### src/rtl/axil_bram_arbiter.sv
// rtl/axil_bram_arbiter.sv - round-robin AXI-Lite arbiter with response timeout
//
// Purpose: shares one AXI-Lite slave port between NM masters. Only one transaction
// is in flight at a time. A response timeout returns a local SLVERR so a hung slave
// cannot lock out the masters.
// Ports:
//   sclk, reset            clock, asynchronous active-high reset
//   s_aw*/s_w*/s_b*        per-master write channels, master i owns slice i
//   s_ar*/s_r*             per-master read channels, master i owns slice i
//   m_aw*/m_w*/m_b*        write channels towards the shared slave
//   m_ar*/m_r*             read channels towards the shared slave
//   grant                  one-hot owner of the current transaction
//   busy                   high whenever a transaction is being arbitrated/served
//   timeout_cnt            saturating count of locally generated timeout responses
module axil_bram_arbiter #(
  parameter int              NM      = 2,
  parameter int              AW      = 32,
  parameter int              DW      = 32,
  parameter int              TIMEOUT = 1024,
  parameter logic [DW-1:0]   ERRDATA = DW'(32'hDEADBEEF)
) (
  input  logic                 sclk,
  input  logic                 reset,
  input  logic [NM*AW-1:0]     s_awaddr,
  input  logic [NM-1:0]        s_awvalid,
  output logic [NM-1:0]        s_awready,
  input  logic [NM*DW-1:0]     s_wdata,
  input  logic [NM*DW/8-1:0]   s_wstrb,
  input  logic [NM-1:0]        s_wvalid,
  output logic [NM-1:0]        s_wready,
  output logic [NM*2-1:0]      s_bresp,
  output logic [NM-1:0]        s_bvalid,
  input  logic [NM-1:0]        s_bready,
  input  logic [NM*AW-1:0]     s_araddr,
  input  logic [NM-1:0]        s_arvalid,
  output logic [NM-1:0]        s_arready,
  output logic [NM*DW-1:0]     s_rdata,
  output logic [NM*2-1:0]      s_rresp,
  output logic [NM-1:0]        s_rvalid,
  input  logic [NM-1:0]        s_rready,
  output logic [AW-1:0]        m_awaddr,
  output logic                 m_awvalid,
  input  logic                 m_awready,
  output logic [DW-1:0]        m_wdata,
  output logic [DW/8-1:0]      m_wstrb,
  output logic                 m_wvalid,
  input  logic                 m_wready,
  input  logic [1:0]           m_bresp,
  input  logic                 m_bvalid,
  output logic                 m_bready,
  output logic [AW-1:0]        m_araddr,
  output logic                 m_arvalid,
  input  logic                 m_arready,
  input  logic [DW-1:0]        m_rdata,
  input  logic [1:0]           m_rresp,
  input  logic                 m_rvalid,
  output logic                 m_rready,
  output logic [NM-1:0]        grant,
  output logic                 busy,
  output logic [15:0]          timeout_cnt
);

  localparam int          PW     = (NM > 2) ? 2 : 1;
  localparam int          SW     = DW / 8;
  localparam logic [31:0] TO_LIM = 32'(TIMEOUT);

  typedef enum logic [2:0] {S_IDLE, S_WADDR, S_WRESP, S_RADDR, S_RDATA} state_t;

  state_t          state_q, state_d;
  logic [PW-1:0]   gidx_q, gidx_d;
  logic [NM-1:0]   grant_q, grant_d;
  logic [PW-1:0]   rr_ptr_q, rr_ptr_d;
  logic            aw_done_q, aw_done_d;
  logic            w_done_q, w_done_d;
  logic [31:0]     tcnt_q, tcnt_d;
  logic [15:0]     tocnt_q, tocnt_d;

  logic [NM-1:0]   wreq, rreq;
  logic            arb_found, arb_wr;
  logic [PW-1:0]   arb_idx, arb_scan, rr_next;
  logic [PW:0]     arb_sum;
  logic            err_pend, aw_hs, w_hs;

  assign wreq = s_awvalid & s_wvalid;
  assign rreq = s_arvalid;

  // The counter parks at TO_LIM, so equality marks a pending local error response.
  assign err_pend = (TO_LIM != 32'd0) && (tcnt_q == TO_LIM);
  assign rr_next  = (gidx_q == PW'(NM - 1)) ? '0 : gidx_q + 1'b1;

  // Straight-through address/data from whichever master was last granted.
  assign m_awaddr = s_awaddr[gidx_q*AW +: AW];
  assign m_wdata  = s_wdata[gidx_q*DW +: DW];
  assign m_wstrb  = s_wstrb[gidx_q*SW +: SW];
  assign m_araddr = s_araddr[gidx_q*AW +: AW];

  assign grant       = grant_q;
  assign busy        = (state_q != S_IDLE);
  assign timeout_cnt = tocnt_q;

  // Cyclic scan starting at rr_ptr; the first requester found wins.
  always_comb begin
    arb_found = 1'b0;
    arb_wr    = 1'b0;
    arb_idx   = '0;
    arb_scan  = '0;
    arb_sum   = '0;
    for (int k = 0; k < NM; k++) begin
      arb_sum = {1'b0, rr_ptr_q} + (PW+1)'(k);
      if (arb_sum >= (PW+1)'(NM)) arb_sum = arb_sum - (PW+1)'(NM);
      arb_scan = arb_sum[PW-1:0];
      if (!arb_found && (wreq[arb_scan] || rreq[arb_scan])) begin
        arb_found = 1'b1;
        arb_idx   = arb_scan;
        arb_wr    = wreq[arb_scan];
      end
    end
  end

  always_comb begin
    state_d   = state_q;
    gidx_d    = gidx_q;
    grant_d   = grant_q;
    rr_ptr_d  = rr_ptr_q;
    aw_done_d = aw_done_q;
    w_done_d  = w_done_q;
    tcnt_d    = tcnt_q;
    tocnt_d   = tocnt_q;
    aw_hs     = 1'b0;
    w_hs      = 1'b0;
    s_awready = '0;
    s_wready  = '0;
    s_bresp   = '0;
    s_bvalid  = '0;
    s_arready = '0;
    s_rdata   = '0;
    s_rresp   = '0;
    s_rvalid  = '0;
    m_awvalid = 1'b0;
    m_wvalid  = 1'b0;
    m_bready  = 1'b0;
    m_arvalid = 1'b0;
    m_rready  = 1'b0;

    case (state_q)
      S_IDLE: begin
        // Drain any stale slave response; it is never routed to a master.
        m_bready  = 1'b1;
        m_rready  = 1'b1;
        aw_done_d = 1'b0;
        w_done_d  = 1'b0;
        if (arb_found) begin
          gidx_d           = arb_idx;
          grant_d          = '0;
          grant_d[arb_idx] = 1'b1;
          state_d          = arb_wr ? S_WADDR : S_RADDR;
        end
      end

      S_WADDR: begin
        // AW and W complete independently; the done flags stop re-issuing either.
        m_awvalid          = s_awvalid[gidx_q] & ~aw_done_q;
        m_wvalid           = s_wvalid[gidx_q] & ~w_done_q;
        s_awready[gidx_q]  = m_awready & ~aw_done_q;
        s_wready[gidx_q]   = m_wready & ~w_done_q;
        aw_hs              = m_awvalid & m_awready;
        w_hs               = m_wvalid & m_wready;
        aw_done_d          = aw_done_q | aw_hs;
        w_done_d           = w_done_q | w_hs;
        if (aw_done_d && w_done_d) begin
          state_d = S_WRESP;
          tcnt_d  = '0;
        end
      end

      S_WRESP: begin
        if (err_pend) begin
          s_bvalid[gidx_q]       = 1'b1;
          s_bresp[gidx_q*2 +: 2] = 2'b10;
          m_bready               = 1'b1;
          if (s_bready[gidx_q]) begin
            state_d  = S_IDLE;
            rr_ptr_d = rr_next;
            grant_d  = '0;
            if (tocnt_q != 16'hFFFF) tocnt_d = tocnt_q + 16'd1;
          end
        end else begin
          s_bvalid[gidx_q]       = m_bvalid;
          s_bresp[gidx_q*2 +: 2] = m_bresp;
          m_bready               = s_bready[gidx_q];
          if (m_bvalid && s_bready[gidx_q]) begin
            state_d  = S_IDLE;
            rr_ptr_d = rr_next;
            grant_d  = '0;
          end else if (!m_bvalid && (TO_LIM != 32'd0)) begin
            tcnt_d = tcnt_q + 32'd1;
          end
        end
      end

      S_RADDR: begin
        m_arvalid         = s_arvalid[gidx_q];
        s_arready[gidx_q] = m_arready;
        if (m_arvalid && m_arready) begin
          state_d = S_RDATA;
          tcnt_d  = '0;
        end
      end

      S_RDATA: begin
        if (err_pend) begin
          s_rvalid[gidx_q]          = 1'b1;
          s_rresp[gidx_q*2 +: 2]    = 2'b10;
          s_rdata[gidx_q*DW +: DW]  = ERRDATA;
          m_rready                  = 1'b1;
          if (s_rready[gidx_q]) begin
            state_d  = S_IDLE;
            rr_ptr_d = rr_next;
            grant_d  = '0;
            if (tocnt_q != 16'hFFFF) tocnt_d = tocnt_q + 16'd1;
          end
        end else begin
          s_rvalid[gidx_q]          = m_rvalid;
          s_rresp[gidx_q*2 +: 2]    = m_rresp;
          s_rdata[gidx_q*DW +: DW]  = m_rdata;
          m_rready                  = s_rready[gidx_q];
          if (m_rvalid && s_rready[gidx_q]) begin
            state_d  = S_IDLE;
            rr_ptr_d = rr_next;
            grant_d  = '0;
          end else if (!m_rvalid && (TO_LIM != 32'd0)) begin
            tcnt_d = tcnt_q + 32'd1;
          end
        end
      end

      default: state_d = S_IDLE;
    endcase
  end

  always_ff @(posedge sclk or posedge reset) begin
    if (reset) begin
      state_q   <= S_IDLE;
      gidx_q    <= '0;
      grant_q   <= '0;
      rr_ptr_q  <= '0;
      aw_done_q <= 1'b0;
      w_done_q  <= 1'b0;
      tcnt_q    <= '0;
      tocnt_q   <= '0;
    end else begin
      state_q   <= state_d;
      gidx_q    <= gidx_d;
      grant_q   <= grant_d;
      rr_ptr_q  <= rr_ptr_d;
      aw_done_q <= aw_done_d;
      w_done_q  <= w_done_d;
      tcnt_q    <= tcnt_d;
      tocnt_q   <= tocnt_d;
    end
  end

endmodule

### config.mk
export PLATFORM = sky130hd
export DESIGN_NAME = axil_bram_arbiter
export DESIGN_NICKNAME = d
export VERILOG_FILES = /design/src/rtl/axil_bram_arbiter.sv
export SDC_FILE = /design/constraint.sdc
export NUM_CORES = 1
export LEC_CHECK = 0
export ABC_AREA = 1
export CAP_MARGIN = 20
export CORE_AREA = 2 2 180 182
export DETAILED_ROUTE_END_ITERATION = 10
export DIE_AREA = 0 0 182 184
export SKIP_LAST_GASP = 1
export SYNTH_ARGS = -nofsm -noshare
export SYNTH_HDL_FRONTEND = slang
export SYNTH_SLANG_ARGS = --single-unit
### constraint.sdc
create_clock -name sclk -period 4.1 [get_ports sclk]
set_input_delay 0.615 -clock sclk [delete_from_list [all_inputs] [get_ports sclk]]
set_output_delay 0.615 -clock sclk [all_outputs]
set_load 0.1 [all_outputs]
; ---- Word-level counts from Yosys, hierarchy flattened
; Index checks and enable logic that the tools add are counted.
[word_totals]
output_inout_bits = 206
wordCells = 195
reg_bits = 57
inputBits = 253
[classes]
n_lt_le_gt_ge = 8
mux = 94
shift = 11
n_reduce_logical = 22
n_eq_ne = 23
add_sub_neg = 8
n_bitwise = 21
[ops]
columns = op, n
row1 = two-way mux 32 bit, 8
row2 = variable part select 64 x 7 -> 32 bit, 3
row3 = bitwise AND 64 bit, 2
row4 = two-way mux 64 bit, 2
row5 = case mux 32 bit (4 select lines), 1
row6 = two-way mux 16 bit, 5
row7 = variable part select 2 x 34 -> 4 bit, 2
row8 = "variable shift 32 x 34 -> 64 bit, first input constant", 1
row9 = variable part select 32 x 34 -> 64 bit, 1
row10 = "variable part select 32 x 34 -> 64 bit, first input constant", 1
row11 = two-way mux 1 bit, 40
row12 = negator 2 -> 34 bit, 1
row13 = negator 6 -> 34 bit, 1
row14 = "variable shift 2 x 34 -> 4 bit, first input constant", 1
row15 = "variable part select 2 x 34 -> 4 bit, first input constant", 1
row16 = "adder 32 x 1 -> 32 bit, second input constant", 1
row17 = "== test 32 x 11 -> 1 bit, second input constant", 1
row18 = case mux 16 bit (2 select lines), 1
row19 = two-way mux 2 bit, 15
row20 = two-way mux 3 bit, 9
row21 = "inequality test 2 bit, second input constant", 13
row22 = "adder 16 x 1 -> 16 bit, second input constant", 1
row23 = two-way mux 4 bit, 4
row24 = "inequality test 16 bit, second input constant", 1
row25 = 33 further kinds, 71

; ---- Depth between registers and ports, before layout
; Gate-level depths: netlist of the first run.
[logic_depth]
word_depth = 15
ltp_mapped = 14

; ---- Worst setup path before layout of the first run
; Ideal clock, no wire load.
[synth_path]
path_kind = flip-flop to output port
start = register tcnt_q[0]
end = output port s_bresp[2]
t_arrival_ns = 4.003
path_stages_with_launch = 12
n_path_buf = 2
setup_slack_ns = -0.518
cell_sequence = dfrtp_1 -> buf_2 -> inv_1 -> ha_1 -> inv_1 -> nor2_1 -> nand2_1 -> nor2_1 -> nand2_1 -> nor2_2 -> buf_2 -> nor4_1
[synth_via]
elab_chain_cells = 3
[synth_lines]
columns = item, line
row1 = "start, declared", 75  ; logic [31:0] tcnt_q, tcnt_d;
row2 = "start signal, assigned", 258  ; tcnt_q <= tcnt_d;
row3 = == test 32 x 11 -> 1 bit, 88  ; assign err_pend = (TO_LIM != 32'd0) && (tcnt_q == TO_LIM);
row4 = two-way mux 4 bit, 177  ; if (err_pend) begin
row5 = two-way mux 4 bit, 145  ; case (state_q)
row6 = "end, declared", 31  ; output logic [NM*2-1:0] s_bresp,
; No other way between the ends.

; ---- Worst setup path after layout of the first run
[layout_path]
start = register tcnt_q[0]
end = output port s_bresp[3]
; The elaborated chain is that of the path after synthesis.

==> metrics.md, run 1 <==
| Metric | Value |
|---|---|
| Die Span Y | 184 um |
| Critical path's top delay family | buffers and inverters |
| H-tree depth | 3 |
| GR Overflow Total | 0 |
| Antenna violations before repair | 6 |
| IO buf count | between 400 and 500 |
| Area of the multi-input gates | around 0.0042 mm2 |
| Number of synthesized register bits | 57 |
| Mapped Cells | approximately 1,200 |
| Nets | 1,875 |
| Initial DRC Count | 572 |
| Pleak | ~0.0056 uW |
| Layout Skew | between 0.009 and 0.01 ns |
| Starting Density | 0.196 |
| Hold Path Class | register to register |
| Most common cell after layout, fill and taps aside | nand2_1 |
| Crit path required time | ~3.5 ns |
| Sink Count | 57 |
| CP Max Fanout | 34 |
| Post-synthesis sequential area ratio | 0.231 |
| Bufs on Longest Clock Path | 2 |
| M1 wire length | about 15,000 um |
| Std-Cell Rows | 65 |
| Logic gate share of total power | 0.805 |
| Clock transition at path regs | approximately 0.05 ns |
| Slew HR | 0.333 |
| Final setup vio count | 0 |
| Hpwl dp | between 30,000 and 40,000 um |
| GRT Resource Usage Total | 0.218 |
| Routability Congestion | about 0.96 |
| Util after Layout | 0.363 |
| Vias in the first global route | 8,612 |
| Synth unique cells | 31 |
| Most used flip-flop cell after synthesis | dfrtp_1 |
| Synth-to-layout area growth | 85.0% |
| Worst VDD drop | just under 0.0008 V |
| Clock share of power | 0.100 |
| Register area | 0.00143 mm2 |
| Area leader, netlist | nand2_1 |
| Switching Fraction | 0.692 |
| Async SR Flop Fraction | 1.00 |
| Worst EP arrival | about 2.6 ns |
| Net Sw Power | between 5000 and 6000 uW |
| Largest net degree at the start of global routing | 102 |
| Ports | 459 |
| CTS tree | yes |
| Mapped Area | slightly above 0.006 mm2 |
| CP Launch Type | register |
| Most frequent cells in the layout | nand2_1, clkdlybuf4s50_1, nor2_1 |
| Post-synth top area share | 0.370 |
| Total of max-cap violations | 0 |
| CTS resizes | 0 |
| DR WL met2 | between 15,000 and 20,000 um |
| Yosys warns | 0 |
| Routed vias/inst | ~4.4 |
| Postcts setup bufs | 0 |
| Ranking of synthesized cells by area | nand2_1, dfrtp_1, nor2_1, inv_1, nand4_1 |
| Most common cell on crit path | nor2_1 |
| Worst slew pin tran | 0.997 ns |
| Slew Limit Fails | 0 |
| Wire per inst | between 15 and 20 um |
| DRT Wirelength | around 38,000 um |
| Critical-path cell list | inv_1 -> ha_1 -> inv_1 -> nor2_1 -> nand2_1 -> nor2_1 -> nand2_1 -> nor2_2 -> buf_4 -> nor2_1 -> nor3_1 -> buf_4 |
| Final Cycle Share | 0.794 |
| First-pass GRT wire length | ~55,000 um |
| Fillers | around 3,400 |
| Residual DRC | 0 |
| Die Wd | about 180 um |
| Setup TNS Final | 0 ns |
| Kind of critical path | register to output pin |
| Int Pwr | 2360 uW |
| Vias | 8,915 |
| RSZ-0062 raised after global routing | no |
| Hold Vio Cnt, Final | 0 |
| CP max-delay cell | dfrtp_1 |
| Clock root buffer | clkbuf_16 |
| Sequential share of power | 0.096 |
| DIE AREA | 0.0335 mm2 |
| CTS Buf Count | 9 |
| Syn_nets | roughly 1,400 |
| PwrDens | around 670 mW/mm2 |
| CP bufs+invs | 4 |
| Top Layer Used | met4 |
| Worst skew pair latency | 0.34 ns |
| Number of synthesized flops with an enable pin | 0 |
| Drt pass-1 iters | 5 |
| CP Capture Type | output pin |
| Status | complete, no violations |
| Clock period minus worst slack | about 3.3 ns |
| Met3 WL | between 2000 and 2500 um |
| Share of layout cells above drive strength 1 | 0.150 |
| Post-route ant nets | 0 |
| Avg Inst Size Synth | just over 5 um2 |
| Cts-stage hold buffer count | 0 |
| Core Area | approximately 0.031 mm2 |
| Fmax | slightly above 300 MHz |
| CP max stage delay | 0.47 ns |
## registers in the layout, summed over array words and instances, names as in the netlist
name,cells
aw_done_q,1
gidx_q,1
w_done_q,1
grant,2
rr_ptr_q,1
state_q,3
timeout_cnt,16
tcnt_q,32
## cell usage after synthesis, types with 2 or more instances
master / number
a21oi_1: 10
buf_2: 14
buf_6: 5
clkbuf_1: 33
dfrtp_1: 57
ha_1: 3
inv_1: 68
inv_2: 10
nand2_1: 608
nand2_2: 5
nand3_1: 37
nand3_2: 3
nand3b_1: 3
nand4_1: 39
nor2_1: 221
nor2_2: 5
nor3_1: 15
nor3b_1: 2
o21ai_0: 23
o21ai_1: 3
o21bai_1: 3
or2_2: 3
xnor2_1: 4
xor2_1: 11
## cells by family after synthesis
group                      Yosys count  synth area share
and+or+nand+nor                    943             0.613
buffers and inverters              131            0.0893
DFF                                 57             0.231
AOI/OAI and AO/OA                   43            0.0392
xor gates and xnor gates            15            0.0213
adders and majority gates            3           0.00609
## metal layers
metal  up-vias  global-route usage
li1       4531                   -
met1      4070               0.263
met2       289               0.393
met3        25              0.0517
met4         0              0.0484
met5         -                   0
## power groups by stage
stage                     logic, uW  clock network [uW]  registers, uW
after floorplan                4510                   0            710
after global placement         6160                   0            739
after detailed placement       6130                   0            743
after CTS                      6150                 786            735
after global routing           6410                 813            746
final                          6150                 762            732
## per-stage QoR
stage / std cells / setup slack, ns / total power, uW / cell area (um2) / hold WS [ns]
floorplan: 1192 / 0.174 / 5220 / 6170 / 0.497
global placement: 2009 / 1.12 / 6890 / 11100 / 0.462
detailed placement: 2009 / 1.18 / 6870 / 11100 / 0.466
CTS: 2025 / 0.803 / 7670 / 11400 / 0.480
global route: 2032 / 0.668 / 7970 / 11400 / 0.496
finish: 2032 / 0.846 / 7640 / 11400 / 0.476
## layout make-up
class / instances / area share
Timing Repair Buffer: 469 / 0.409
Inverter: 78 / 0.0259
Sequential cell: 57 / 0.125
Antenna cell: 6 / 0.00132
Clock buffer: 13 / 0.0228
Multi-Input combinational cell: 1004 / 0.368
Tap cell: 402 / 0.0441
Clock inverter: 3 / 0.00351
## final timing paths
path | endpoint | cells past startpoint | from | slack (ns)
setup / recovery | s_bresp[3] | 12 | tcnt_q[0] | 0.85
hold / removal | grant[1] | 2 | grant[1] | 0.48
setup reg to reg | tcnt_q[21] | 10 | gidx_q | 1.42
hold reg to reg | grant[1] | 2 | grant[1] | 0.48
max in group asynchronous | tcnt_q[21] | 3 | reset | 2.51
min in group asynchronous | timeout_cnt[11] | 2 | reset | 0.77
## tightest hold or removal path, stage by stage (launching register included)
cell and delay, ns:
dfrtp_1 0.34, nand2_1 0.05, nand2_1 0.05
Note: power is estimated with default switching activity, not from simulation.
==> inputs of run 2 (changes only) <==
CORE_AREA = 2 2 179 181   (was 2 2 180 182)
DIE_AREA = 0 0 181 183   (was 0 0 182 184)
clock period = 2.9 ns   (was 4.1 ns; I/O delays follow)
==> metrics.md, run 2 (synthesized netlist as in run 1, its figures left out) <==
| Metric | Value |
|---|---|
| Initial DRC Count | 681 (was 572) |
| Setup TNS Final | 0 ns (unchanged) |
| Number of flip-flops in the largest register | 32 (unchanged) |
| Starting Density | 0.197 (was 0.196) |
| Sink Count | 57 (unchanged) |
| DRT Wirelength | 40,300 um (was 37,800 um) |
| Slew Limit Fails | 0 (unchanged) |
| Residual DRC | 0 (unchanged) |
| Antenna violations before repair | 7 (was 6) |
| Pleak | 0.00625 uW (was 0.00556 uW) |
| CTS tree | yes (unchanged) |
| Final Cycle Share | 0.932 |
| Bufs on Longest Clock Path | 2 (unchanged) |
| CP max stage delay | 0.43 ns (was 0.47 ns) |
| Core Area | 0.0312 mm2 (was 0.0314 mm2) |
| Crit path required time | 2.47 ns (was 3.48 ns) |
| Design area | 0.0137 mm2 (was 0.0114 mm2) |
| Synth-to-layout area growth | 122% (was 85.0%) |
| Most frequent cells in the layout | nand2_1, clkdlybuf4s50_1, buf_12 (was nand2_1, clkdlybuf4s50_1, nor2_1) |
| PwrDens | 930 mW/mm2 (was 670 mW/mm2) |
| Hold Vio Cnt, Final | 0 (unchanged) |
| GRT Resource Usage Total | 0.235 (was 0.218) |
| DIE AREA | 0.0331 mm2 (was 0.0335 mm2) |
| Overall power | 12,700 uW (was 7640 uW) |
| CTS Buf Count | 9 (unchanged) |
| Fmax | between 300 and 400 MHz |
| Worst slew pin tran | 0.632 ns (was 0.997 ns) |
| Routability Congestion | 1.02 (was 0.956) |
| Largest net degree at the start of global routing | 101 (was 102) |
| Critical-path cell list | inv_1 -> ha_2 -> inv_1 -> nor2_1 -> nand2_1 -> nor2_1 -> nand2_1 -> nor2_4 -> buf_12 -> buf_12 -> nor2_1 -> nor2_2 -> buf_12 (was inv_1 -> ha_1 -> inv_1 -> nor2_1 -> nand2_1 -> nor2_1 -> nand2_1 -> nor2_2 -> buf_4 -> nor2_1 -> nor3_1 -> buf_4) |
| IO buf count | 458 (unchanged) |
| Post-route ant nets | 0 (unchanged) |
| Worst EP arrival | 2.27 ns (was 2.64 ns) |
| Routed vias/inst | 4.52 (was 4.39) |
| Critical path's top delay family | simple AND/OR/NAND/NOR gates (was buffers and inverters) |
| CP max-delay cell | dfrtp_2 (was dfrtp_1) |
| Slew HR | 0.575 (was 0.333) |
| Vias in the first global route | 8,735 (was 8,612) |
| Std-Cell Rows | 65 (unchanged) |
| H-tree depth | 3 (unchanged) |
| Nets | 1,886 (was 1,875) |
| Non-Filler Instances | 2,046 (was 2,032) |
| Hold Path Class | register to register (unchanged) |
| Clock root buffer | clkbuf_16 (unchanged) |
| Most flop-heavy register | tcnt_q (unchanged) |
| Drt pass-1 iters | 5 (unchanged) |
| CP Max Fanout | 5 (was 34) |
| Die Span Y | 183 um (was 184 um) |
| Wire per inst | 19.7 um (was 18.6 um) |
| Total of max-cap violations | 0 (unchanged) |
| Status | complete, no violations (unchanged) |
| Cts-stage hold buffer count | 0 (unchanged) |
| Util after Layout | 0.439 (was 0.363) |
| Post-placement cell count | 2,016 (was 2,009) |
| CP Launch Type | register (unchanged) |
| Worst skew pair latency | 0.34 ns (about the same) |
| Kind of critical path | register to output pin (unchanged) |
| Final setup vio count | 0 (unchanged) |
| CP bufs+invs | 5 (was 4) |
| Clock transition at path regs | 0.06 ns (was 0.05 ns) |
| Die Wd | 181 um (was 182 um) |
| Most common cell after layout, fill and taps aside | nand2_1 (unchanged) |
| GR Overflow Total | 0 (unchanged) |
| Worst VDD drop | 0.000696 V (was 0.000776 V) |
| Vias | 9,240 (was 8,915) |
| Share of layout cells above drive strength 1 | 0.218 (was 0.150) |
| Hpwl dp | 33,300 um (was 31,100 um) |
| Layout Skew | 0.00729 ns (was 0.00915 ns) |
| First-pass GRT wire length | 57,600 um (was 54,700 um) |
| CP Capture Type | output pin (unchanged) |
| Clock period minus worst slack | 2.70 ns |
| Placed standard-cell area | 0.0132 mm2 (was 0.0111 mm2) |
| RSZ-0062 raised after global routing | yes (was no) |
| Ports | 459 (unchanged) |
## run 2: power breakdown
part	internal [uW]	leakage (uW)	switching [uW]	total [uW]
registers	868	0.000759	106	974
clock network	796	0.000162	411	1210
logic	3250	0.00533	7310	10600
total	4920	0.00625	7830	12700
## run 2: path summary, 6_finish.rpt
kind | startpoint | to | slack (ns) | cells past startpoint
hold reg to reg | grant[1] | grant[1] | 0.48 | 2
max in group asynchronous | reset | tcnt_q[1] | 1.81 | 3
hold / removal | grant[1] | grant[1] | 0.48 | 2
setup / recovery | tcnt_q[0] | s_rdata[63] | 0.20 | 13
min in group asynchronous | reset | rr_ptr_q | 0.49 | 2
setup reg to reg | gidx_q | tcnt_q[7] | 0.63 | 10
## run 2: tightest hold or removal path, stage by stage (launching register included)
cell     delay (ns)
dfrtp_1        0.35
nand2_1        0.06
nand2_1        0.05
## run 2: repair_timing
| action | in CTS | in global routing |
|---|---|---|
| endpoints found under the setup margin | 0 | 53 |
| resized for setup | 0 | 4 |
| buffers inserted | 0 | 2 |
## run 2: cell type report
class / instances / area [um2]
inverters: 78 / 295
diodes: 9 / 22.5
multi-input cells: 1004 / 4420
repair buffers: 480 / 6700
flip-flops and latches: 57 / 1430
clock inverters: 5 / 77.6
fillers: 3173 / 17500
well taps: 402 / 503
clock buffers: 11 / 253
## run 2: per-layer routing
metal	track usage	up-vias	wire length (um)
met1	0.299	4274	16400
met5	0	-	0
met3	0.0945	26	4400
met2	0.375	381	18900
li1	-	4559	-
met4	0.0537	0	518
## run 2: metrics by stage
stage,hold slack [ns],setup WS [ns]
final,0.484,0.198
after global routing,0.507,-0.00972
after CTS,0.480,0.0884
after detailed placement,0.467,0.466
after global placement,0.461,0.441
after floorplan,0.497,-0.750
==> inputs of run 3 (changes only) <==
GPL_TIMING_DRIVEN = 0   (was default)
==> metrics.md, run 3 (synthesized netlist as in run 1, its figures left out) <==
| Metric | Value |
|---|---|
| Slew Limit Fails | 0 (unchanged) |
| Met2 Use GR | 0.374 (was 0.375) |
| Clock root buffer | clkbuf_16 (unchanged) |
| Number of flip-flops in the largest register | 32 (unchanged) |
| Vias in the first global route | 9,029 (was 8,735) |
| Share of layout cells above drive strength 1 | 0.212 (was 0.218) |
| Die Span Y | 183 um (unchanged) |
| Antenna violations before repair | 7 (unchanged) |
| M3 GR Usage | 0.109 (was 0.0945) |
| Post-route ant nets | 0 (unchanged) |
| Worst skew pair latency | 0.35 ns (was 0.34 ns) |
| GRT Resource Usage Total | 0.240 (was 0.235) |
| Most frequent cells in the layout | nand2_1, clkdlybuf4s50_1, nor2_1 (was nand2_1, clkdlybuf4s50_1, buf_12) |
| Hold Path Class | register to register (unchanged) |
| Total of max-cap violations | 0 (unchanged) |
| Slew HR | 0.311 (was 0.575) |
| PwrDens | 934 mW/mm2 (was 930 mW/mm2) |
| Most flop-heavy register | tcnt_q (unchanged) |
| Worst VDD drop | 0.000671 V (was 0.000696 V) |
| GR Overflow Total | 0 (unchanged) |
| Util after Layout | 0.375 (was 0.439) |
| Worst EP arrival | 2.42 ns (was 2.27 ns) |
| Vias | 9,330 (was 9,240) |
| CP Max Fanout | 10 (was 5) |
| Sink Count | 57 (unchanged) |
| Std-Cell Rows | 65 (unchanged) |
| CP Launch Type | register (unchanged) |
| Hold Vio Cnt, Final | 0 (unchanged) |
| DRT Wirelength | 41,200 um (was 40,300 um) |
| Crit path required time | 2.47 ns (about the same) |
| Most Crowded Layer GR | met2 (unchanged) |
| IO buf count | 458 (unchanged) |
| Worst slew pin tran | 1.04 ns (was 0.632 ns) |
| Bufs on Longest Clock Path | 2 (unchanged) |
| CP Capture Type | output pin (unchanged) |
| Drt pass-1 iters | 6 (was 5) |
| Nets | 1,920 (was 1,886) |
| Non-Filler Instances | 2,078 (was 2,046) |
| Core Area | 0.0312 mm2 (unchanged) |
| H-tree depth | 3 (unchanged) |
| Most common cell after layout, fill and taps aside | nand2_1 (unchanged) |
| CTS Buf Count | 9 (unchanged) |
| RSZ-0062 raised after global routing | yes (unchanged) |
| DIE AREA | 0.0331 mm2 (unchanged) |
| Clock transition at path regs | 0.06 ns (about the same) |
| CTS tree | yes (unchanged) |
| Pleak | 0.00563 uW (was 0.00625 uW) |
| Final Cycle Share | 0.983 (was 0.932) |
| Largest net degree at the start of global routing | 30 (was 101) |
| Status | complete, no violations (unchanged) |
| First-pass GRT wire length | 58,300 um (was 57,600 um) |
| Residual DRC | 0 (unchanged) |
| Wire per inst | 19.8 um (was 19.7 um) |
| Kind of critical path | register to output pin (unchanged) |
| Clock period minus worst slack | 2.85 ns (was 2.70 ns) |
| Initial DRC Count | 652 (was 681) |
| Starting Density | 0.197 (unchanged) |
| Met1 Usage GRT | 0.301 (was 0.299) |
| Layout Skew | 0.00779 ns (was 0.00729 ns) |
| Final setup vio count | 0 (unchanged) |
| Fmax | 351 MHz (was 370 MHz) |
| Synth-to-layout area growth | 89.9% (was 122%) |
| Routability Congestion | 0.969 (was 1.02) |
| Die Wd | 181 um (unchanged) |
| Post-placement cell count | 2,053 (was 2,016) |
| Routed vias/inst | 4.49 (was 4.52) |
| Ports | 459 (unchanged) |
| Hpwl dp | 34,700 um (was 33,300 um) |
## run 3: cell types whose count changed in the layout (fill, tap and decap cells not counted), sizes merged
cell / before / now
diode: 9 / 7
dlymetal6s2s: 0 / 1
clkinv: 2 / 3
dlygate4sd2: 0 / 4
clkbuf: 14 / 57
clkdlybuf4s50: 252 / 270
clkdlybuf4s15: 0 / 32
clkdlybuf4s18: 0 / 5
buf: 225 / 155
## run 3: stage by stage
stage	power, uW	worst slack (ns)	hold slack (ns)	cell area (um2)	setup TNS [ns]
2_1_floorplan	7460	-0.750	0.497	6390	-2.86
3_3_place_gp	10000	-0.848	0.458	11500	-116.88
3_5_place_dp	10000	-0.876	0.480	11500	-103.22
4_1_cts	10900	-0.0620	0.494	11500	-0.183
5_1_grt	11400	-0.0957	0.527	11700	-0.113
6_report	10900	0.0497	0.494	11700	0
## run 3: final timing paths
path	start	cells after the start	slack (ns)	to
min in group asynchronous	reset	2	0.52	timeout_cnt[13]
worst min register to register	grant[1]	2	0.49	grant[1]
worst max-delay path	gidx_q	5	0.05	s_bresp[0]
worst min-delay path	grant[1]	2	0.49	grant[1]
max in group asynchronous	reset	3	1.75	tcnt_q[0]
worst max register to register	gidx_q	8	0.65	timeout_cnt[8]
## run 3: cell type report
type	instances	area, um2
Antenna cell	7	17.5
Buffer	50	293
Clock buffer	10	229
Clock inverter	6	82.6
Fill cell	3439	19500
Inverter	78	293
Multi-Input combinational cell	1004	4450
Sequential cell	57	1430
Tap cell	402	503
Timing Repair Buffer	464	4410
## run 3: repair_timing
item,in CTS,in global routing
setup buffers,1,2
hold buffers,0,0
endpoints found under the setup margin,187,153
gates cloned,0,2
gates resized for setup,945,112
pin swaps,1,3
## run 3: per-layer routing
layer | share of wire | routed length [um] | up-vias
met5 | 0 | 0 | -
met4 | 0.020 | 825 | 0
met3 | 0.12 | 4830 | 40
met2 | 0.44 | 18300 | 378
met1 | 0.42 | 17300 | 4297
li1 | - | - | 4615
## run 3: power breakdown
part	leakage (uW)	internal (uW)	switching, uW
Clock	0.000152	747	418
Sequential	0.000762	863	72.4
Combinational	0.00472	1690	7140
Total	0.00563	3300	7630
## run 3: critical path, cell delays in order, from the launching register on
cell     delay, ns
dfrtp_1       0.42
inv_2         0.13
buf_1         0.60
nand2_1       0.25
nor3_1        0.21
buf_2         0.46
